File: src/rtl/ahb2apb_bridge_if.sv
// ahb2apb_bridge_if: AHB-Lite slave side and APB master side signals of the bridge
interface ahb2apb_bridge_if #(parameter int ADDR_W = 8, parameter int DATA_W = 8);
  logic              hsel;
  logic [1:0]        htrans;
  logic              hwrite;
  logic [ADDR_W:0]   haddr;
  logic [DATA_W-1:0] hwdata;
  logic              hready_out;
  logic              hresp;
  logic [DATA_W-1:0] hrdata;
  logic              psel1;
  logic              psel2;
  logic              penable;
  logic              pwrite;
  logic [ADDR_W-1:0] paddr;
  logic [DATA_W-1:0] pwdata;
  logic              pready;
  logic [DATA_W-1:0] prdata1;
  logic [DATA_W-1:0] prdata2;
  modport slave (
    input  hsel, htrans, hwrite, haddr, hwdata, pready, prdata1, prdata2,
    output hready_out, hresp, hrdata, psel1, psel2, penable, pwrite, paddr, pwdata
  );
  modport master (
    output hsel, htrans, hwrite, haddr, hwdata, pready, prdata1, prdata2,
    input  hready_out, hresp, hrdata, psel1, psel2, penable, pwrite, paddr, pwdata
  );
endinterface

File: src/rtl/ahb2apb_bridge.sv
// ahb2apb_bridge: single-outstanding AHB-Lite to two-slave APB bridge, all outputs registered
// Optional APB_TIMEOUT_EN adds an ACCESS timeout that answers with a two-cycle AHB ERROR.
module ahb2apb_bridge #(
  parameter int ADDR_W  = 8,
  parameter int DATA_W  = 8,
  parameter int TIMEOUT = 16
) (
  input logic pclk,
  input logic preset,
  ahb2apb_bridge_if.slave bus
);
`ifdef APB_TIMEOUT_EN
  typedef enum logic [2:0] {IDLE, WDATA, SETUP, ACCESS, ERR1, ERR2} state_t;
  localparam int CW = $clog2(TIMEOUT + 1);
  localparam logic [CW-1:0] TO = CW'(TIMEOUT);
  logic [CW-1:0] cnt_q, cnt_d;
`else
  typedef enum logic [1:0] {IDLE, WDATA, SETUP, ACCESS} state_t;
`endif
  state_t state_q, state_d;
  logic [ADDR_W-1:0] addr_q, addr_d, paddr_q, paddr_d;
  logic [DATA_W-1:0] pwdata_q, pwdata_d, hrdata_q, hrdata_d;
  logic wr_q, wr_d, sel_q, sel_d;
  logic psel1_q, psel1_d, psel2_q, psel2_d, penable_q, penable_d, pwrite_q, pwrite_d;
  logic hready_q, hready_d, hresp_q, hresp_d;
  // APB outputs lag the state by one edge: SETUP raises psel, ACCESS raises penable
  always_comb begin
    state_d   = state_q;
    addr_d    = addr_q;
    wr_d      = wr_q;
    sel_d     = sel_q;
    paddr_d   = paddr_q;
    pwdata_d  = pwdata_q;
    hrdata_d  = hrdata_q;
    psel1_d   = psel1_q;
    psel2_d   = psel2_q;
    penable_d = penable_q;
    pwrite_d  = pwrite_q;
    hready_d  = hready_q;
    hresp_d   = hresp_q;
`ifdef APB_TIMEOUT_EN
    cnt_d     = cnt_q;
`endif
    case (state_q)
      IDLE: if (bus.hsel && bus.htrans[1]) begin
        addr_d   = bus.haddr[ADDR_W-1:0];
        sel_d    = bus.haddr[ADDR_W];
        wr_d     = bus.hwrite;
        hready_d = 1'b0;
        state_d  = bus.hwrite ? WDATA : SETUP;
      end
      WDATA: begin
        pwdata_d = bus.hwdata;
        state_d  = SETUP;
      end
      SETUP: begin
        psel1_d  = !sel_q;
        psel2_d  = sel_q;
        paddr_d  = addr_q;
        pwrite_d = wr_q;
`ifdef APB_TIMEOUT_EN
        cnt_d    = '0;
`endif
        state_d  = ACCESS;
      end
      ACCESS: begin
        if (!penable_q) penable_d = 1'b1;
        else if (bus.pready) begin
          psel1_d   = 1'b0;
          psel2_d   = 1'b0;
          penable_d = 1'b0;
          hready_d  = 1'b1;
          hrdata_d  = wr_q ? hrdata_q : (sel_q ? bus.prdata2 : bus.prdata1);
          state_d   = IDLE;
        end
`ifdef APB_TIMEOUT_EN
        else begin
          cnt_d = cnt_q + 1'b1;
          if (cnt_d == TO) begin
            psel1_d   = 1'b0;
            psel2_d   = 1'b0;
            penable_d = 1'b0;
            hresp_d   = 1'b1;
            state_d   = ERR1;
          end
        end
`endif
      end
`ifdef APB_TIMEOUT_EN
      ERR1: begin
        hready_d = 1'b1;
        state_d  = ERR2;
      end
      ERR2: begin
        hresp_d = 1'b0;
        state_d = IDLE;
      end
`endif
      default: state_d = IDLE;
    endcase
  end
  always_ff @(posedge pclk) begin
    if (!preset) begin
      state_q   <= IDLE;
      addr_q    <= '0;
      wr_q      <= 1'b0;
      sel_q     <= 1'b0;
      paddr_q   <= '0;
      pwdata_q  <= '0;
      hrdata_q  <= '0;
      psel1_q   <= 1'b0;
      psel2_q   <= 1'b0;
      penable_q <= 1'b0;
      pwrite_q  <= 1'b0;
      hready_q  <= 1'b1;
      hresp_q   <= 1'b0;
`ifdef APB_TIMEOUT_EN
      cnt_q     <= '0;
`endif
    end else begin
      state_q   <= state_d;
      addr_q    <= addr_d;
      wr_q      <= wr_d;
      sel_q     <= sel_d;
      paddr_q   <= paddr_d;
      pwdata_q  <= pwdata_d;
      hrdata_q  <= hrdata_d;
      psel1_q   <= psel1_d;
      psel2_q   <= psel2_d;
      penable_q <= penable_d;
      pwrite_q  <= pwrite_d;
      hready_q  <= hready_d;
      hresp_q   <= hresp_d;
`ifdef APB_TIMEOUT_EN
      cnt_q     <= cnt_d;
`endif
    end
  end
  assign bus.hready_out = hready_q;
  assign bus.hresp      = hresp_q;
  assign bus.hrdata     = hrdata_q;
  assign bus.psel1      = psel1_q;
  assign bus.psel2      = psel2_q;
  assign bus.penable    = penable_q;
  assign bus.pwrite     = pwrite_q;
  assign bus.paddr      = paddr_q;
  assign bus.pwdata     = pwdata_q;
endmodule
File: src/flat_wrapper.sv
// flat-port wrapper written by rule: the top's interface ports become plain ports
module ahb2apb_bridge_flat 
#(
  parameter int ADDR_W  = 8,
  parameter int DATA_W  = 8,
  parameter int TIMEOUT = 16
)
  (pclk, preset, bus_hsel, bus_htrans, bus_hwrite, bus_haddr, bus_hwdata, bus_pready, bus_prdata1, bus_prdata2, bus_hready_out, bus_hresp, bus_hrdata, bus_psel1, bus_psel2, bus_penable, bus_pwrite, bus_paddr, bus_pwdata);
  ahb2apb_bridge_if #(.ADDR_W(ADDR_W), .DATA_W(DATA_W)) bus_i ();
  input logic pclk;
  input logic preset;
  input wire logic [$bits(bus_i.hsel)-1:0] bus_hsel;
  input wire logic [$bits(bus_i.htrans)-1:0] bus_htrans;
  input wire logic [$bits(bus_i.hwrite)-1:0] bus_hwrite;
  input wire logic [$bits(bus_i.haddr)-1:0] bus_haddr;
  input wire logic [$bits(bus_i.hwdata)-1:0] bus_hwdata;
  input wire logic [$bits(bus_i.pready)-1:0] bus_pready;
  input wire logic [$bits(bus_i.prdata1)-1:0] bus_prdata1;
  input wire logic [$bits(bus_i.prdata2)-1:0] bus_prdata2;
  output wire logic [$bits(bus_i.hready_out)-1:0] bus_hready_out;
  output wire logic [$bits(bus_i.hresp)-1:0] bus_hresp;
  output wire logic [$bits(bus_i.hrdata)-1:0] bus_hrdata;
  output wire logic [$bits(bus_i.psel1)-1:0] bus_psel1;
  output wire logic [$bits(bus_i.psel2)-1:0] bus_psel2;
  output wire logic [$bits(bus_i.penable)-1:0] bus_penable;
  output wire logic [$bits(bus_i.pwrite)-1:0] bus_pwrite;
  output wire logic [$bits(bus_i.paddr)-1:0] bus_paddr;
  output wire logic [$bits(bus_i.pwdata)-1:0] bus_pwdata;
  assign bus_i.hsel = bus_hsel;
  assign bus_i.htrans = bus_htrans;
  assign bus_i.hwrite = bus_hwrite;
  assign bus_i.haddr = bus_haddr;
  assign bus_i.hwdata = bus_hwdata;
  assign bus_i.pready = bus_pready;
  assign bus_i.prdata1 = bus_prdata1;
  assign bus_i.prdata2 = bus_prdata2;
  assign bus_hready_out = bus_i.hready_out;
  assign bus_hresp = bus_i.hresp;
  assign bus_hrdata = bus_i.hrdata;
  assign bus_psel1 = bus_i.psel1;
  assign bus_psel2 = bus_i.psel2;
  assign bus_penable = bus_i.penable;
  assign bus_pwrite = bus_i.pwrite;
  assign bus_paddr = bus_i.paddr;
  assign bus_pwdata = bus_i.pwdata;
  ahb2apb_bridge #(.ADDR_W(ADDR_W), .DATA_W(DATA_W), .TIMEOUT(TIMEOUT)) u_core (.pclk(pclk), .preset(preset), .bus(bus_i));
endmodule
File: config.mk
export PLATFORM = sky130hd
export DESIGN_NAME = ahb2apb_bridge_flat
export DESIGN_NICKNAME = d
export VERILOG_FILES = /design/src/rtl/ahb2apb_bridge_if.sv /design/src/rtl/ahb2apb_bridge.sv /design/src/flat_wrapper.sv
export SDC_FILE = /design/constraint.sdc
export NUM_CORES = 1
export LEC_CHECK = 0
export ABC_AREA = 1
export ABC_CLOCK_PERIOD_IN_PS = 1100
export CAP_MARGIN = 5
export CORE_AREA = 5 5 74 76
export DETAILED_ROUTE_END_ITERATION = 8
export DIE_AREA = 0 0 79 81
export PLACE_DENSITY = 0.73
export REMOVE_ABC_BUFFERS = 1
export SYNTH_ARGS = -nofsm -noshare
export SYNTH_HDL_FRONTEND = slang
export SYNTH_SLANG_ARGS = --single-unit
File: constraint.sdc
create_clock -name pclk -period 1.1 [get_ports pclk]
set_input_delay 0.165 -clock pclk [delete_from_list [all_inputs] [get_ports pclk]]
set_output_delay 0.165 -clock pclk [all_outputs]
set_load 0.01 [all_outputs]
==> flow_summary.yaml <==
floorplanning:
  die_y_um: 81
  fp.coreArea_um2: 4660
  start_util_pct: 36.9
  ios: 70
  die_area_um2: 6400
  die_width_um: 79
  num_rows: 25
global_routing:
  grt_max_degree: 20
  track_usage_pct: 14.6
  grt_pass1_wl_um: 7400
  antenna_found_initial: 0
  grt-ovfl-total: 0
  grt_pass1_vias: 1674
worst_hold_path:
  hold_class: "input pin to flop"
  worstHoldStart: "bus_haddr[2]"
power_and_ir_drop:
  finalPower_w: 0.00657
  peakVddDrop_v: 0.00149
  p_per_area_nw_per_um2: 2200
  leakagePower_nw: 1.27
yosys:
  synthTopCellsByCount: "51 x nand2_1, 41 x dfxtp_1, 28 x nor2_1"
  synthesis.area_um2: 1720
  ys_seq_area_share_pct: 47.8
  synth_edf_count: 0
  ys_types: 23
  syn_inst: 227
  synth_flop_cell: "dfxtp_1"
  yosysTopAreaCell: "dfxtp_1"
  yosysWarningCount: 0
  ys_async_sr_fraction_pct: 0
  yosysTopAreaCellShare_pct: 47.8
  yosysMostFrequentCell: "nand2_1"
  ys_ff_latch: 41
  yosys-top-cells-area: "dfxtp_1 48%, nand2_1 11%, o21ai_0 7.9%"
  avgSynthCellArea_um2: 7.57
finish:
  layout-drive-gt1-share_pct: 32.1
  stdcell_area_um2: 2990
  diodes: 0
  area_growth_pct: 74.1
  nNetsFinal: 369
  fin_cells: 378
detailed_routing:
  viasPerCell: 4.84
  routed_wl_um: 4910
  drc: 0
  routedWlPerCell_um: 13.0
  num_vias: 1831
  initialDrtViolationCount: 45
  first_pass_iters: 4
  final_antenna_net_count: 0
cts:
  cts_buffer_depth: 2
  cts_root_buf: "clkbuf_8"
  clkSinkCount: 41
  h-tree-depth: 2
  clk_pin_slew_ns: 0.08
  cts-buffers-inserted: 5
  hold_buffers: 0
  cts_tree: "yes"
  clk_latency_ns: 0.30
critical_path:
  critical_path_buf_inv_count: 2
  cp_slowest_cell: "dfxtp_4"
  crit_start: "u_core.state_q[0]$_SDFFE_PN0P_"
  reg2reg_from: "u_core.state_q[0]$_SDFFE_PN0P_"
  max_stage_delay_ns: 0.37
  critPathKind: "flop to flop"
  critPathLaunchType: "flop"
  path_delay_family: "flip-flops"
  required_ns: 1.29
  critPathCaptureType: "flop"
  cp_cell_sequence: "buf_6, ha_4, inv_6, nor2_8, nand2_4, nand2_2, a21oi_2"
  crit_fanout: 8
  crit_arrival_ns: 1.38
sta:
  fin_ws_ns: -0.0888
  fin_crit_ns: 1.19
  fin_worst_skew_ns: 0.00997
  min_period_over_period_pct: 108
  rsz0062_at_grt: "yes"
  setup_violations: 33
  finalMaxSlewViolations: 0
  hold_viol: 0
  holdWs_ns: 0.434
  fmax_mhz: 841
place:
  placed_cell_area_um2: 2550
  place_hpwl_um: 3130
  pre_cts_ws_ns: -0.232
  portBuffers: 67
  placedCellCount: 358
  place.gp.congestion: 0.786
outcome:
  violations: "setup timing"
  status: "finished with violations"
run:
  cap_violations: 0
==> worst reg2reg max path, delay by kind of cell (launching register included) <==
| family | cells | cell delay (ns) |
|---|---|---|
| adder cells (fa/ha/maj) | 1 | 0.17 |
| flip-flops | 1 | 0.37 |
| AO/OA/AOI/OAI | 1 | 0.05 |
| buffers and inverters | 2 | 0.17 |
| AND/OR/NAND/NOR | 3 | 0.32 |
==> layout make-up <==
type                       instances  area [µm²]
sequential                        41         828
clock inverter                     3        65.1
clock buffer                       5        68.8
fill                             399        1670
multi-input combinational        159         996
inverter                          19        86.3
tap                               54        67.6
timing repair buffer              97         878
==> repair_timing <==
item / 4_1_cts / 5_1_grt
gates cloned: 1 / 0
pin swaps: 9 / 26
endpoints found under the hold margin: 0 / 0
setup endpoints to repair: 70 / 64
buffers inserted: 4 / 7
gates resized for setup: 90 / 79
==> path summary, 6_finish.rpt <==
kind	end	slack, ns	cells past startpoint
worst min register to register	u_core.bus.paddr[3]$_SDFFE_PN0N_	0.45	2
worst max-delay path	u_core.bus.hrdata[3]$_SDFFE_PN0P_	-0.09	7
worst min-delay path	u_core.addr_q[2]$_SDFFE_PN0P_	0.43	3
worst max register to register	u_core.bus.hrdata[3]$_SDFFE_PN0P_	-0.09	7
==> report_power, final <==
group          leakage, nW  internal, W  switching, W  total, W
logic                0.869      0.00151       0.00153   0.00304
clock network       0.0681     0.000901      0.000524   0.00143
registers            0.336      0.00186      0.000244   0.00210
==> cell families (layout without fill, tap and decap cells) <==
logic type | Yosys count | in the layout | share of synthesized area, %
AOI/OAI and AO/OA | 54 | 54 | 16.2
adders and majority gates | 6 | 6 | 4.37
buffers and inverters | 28 | 124 | 7.21
DFF | 41 | 41 | 47.8
other | 1 | 1 | 0.218
and+or+nand+nor | 97 | 98 | 24.2
==> routing by layer <==
layer  wire (µm)  share of wire, %  GRT usage [%]  vias to the layer above
met2        2310                47           24.6                       53
met5           0                 0              0                        -
met3         385               7.8           5.88                        6
met1        2160                44           17.1                      840
met4          50               1.0           4.81                        0
li1            -                 -              -                      932
==> flip-flops by register name (all words and copies together), names as in the netlist, 2 cells and up <==
name / count
u_core.state_q: 2
u_core.bus.pwdata: 8
u_core.addr_q: 8
u_core.bus.paddr: 8
u_core.bus.hrdata: 8
==> metrics by stage <==
| step | util [%] | TNS [ns] |
|---|---|---|
| 6_report | 64.2 | -1.40 |
| 4_1_cts | 61.0 | -0.665 |
| 3_3_place_gp | 54.6 | -6.31 |
| 3_5_place_dp | 54.6 | -7.28 |
| 5_1_grt | 64.2 | -3.51 |
| 2_1_floorplan | - | -2.03 |
==> placed cells by master (no fill, tap or decap), types with 2 or more instances in the layout <==
cell / Yosys / routed
a21oi_1: 24 / 19
dfxtp_4: 0 / 2
a21oi_2: 1 / 6
inv_1: 17 / 11
clkdlybuf4s50_1: 0 / 38
nand2_2: 1 / 9
nand2_1: 51 / 42
o21ai_0: 27 / 6
o21ai_2: 0 / 16
buf_6: 1 / 12
dlygate4sd2_1: 0 / 2
nand3_4: 0 / 2
clkbuf_2: 0 / 12
dfxtp_1: 41 / 39
o21ai_1: 0 / 5
buf_4: 1 / 18
nand3_1: 13 / 10
bufinv_16: 0 / 2
ha_4: 0 / 6
clkbuf_8: 0 / 5
nand3_2: 1 / 2
nor2_1: 28 / 28
inv_2: 1 / 2
inv_4: 0 / 4
clkdlybuf4s15_1: 0 / 15
nand2_4: 1 / 2
Note: power is estimated with default switching activity, not from simulation.
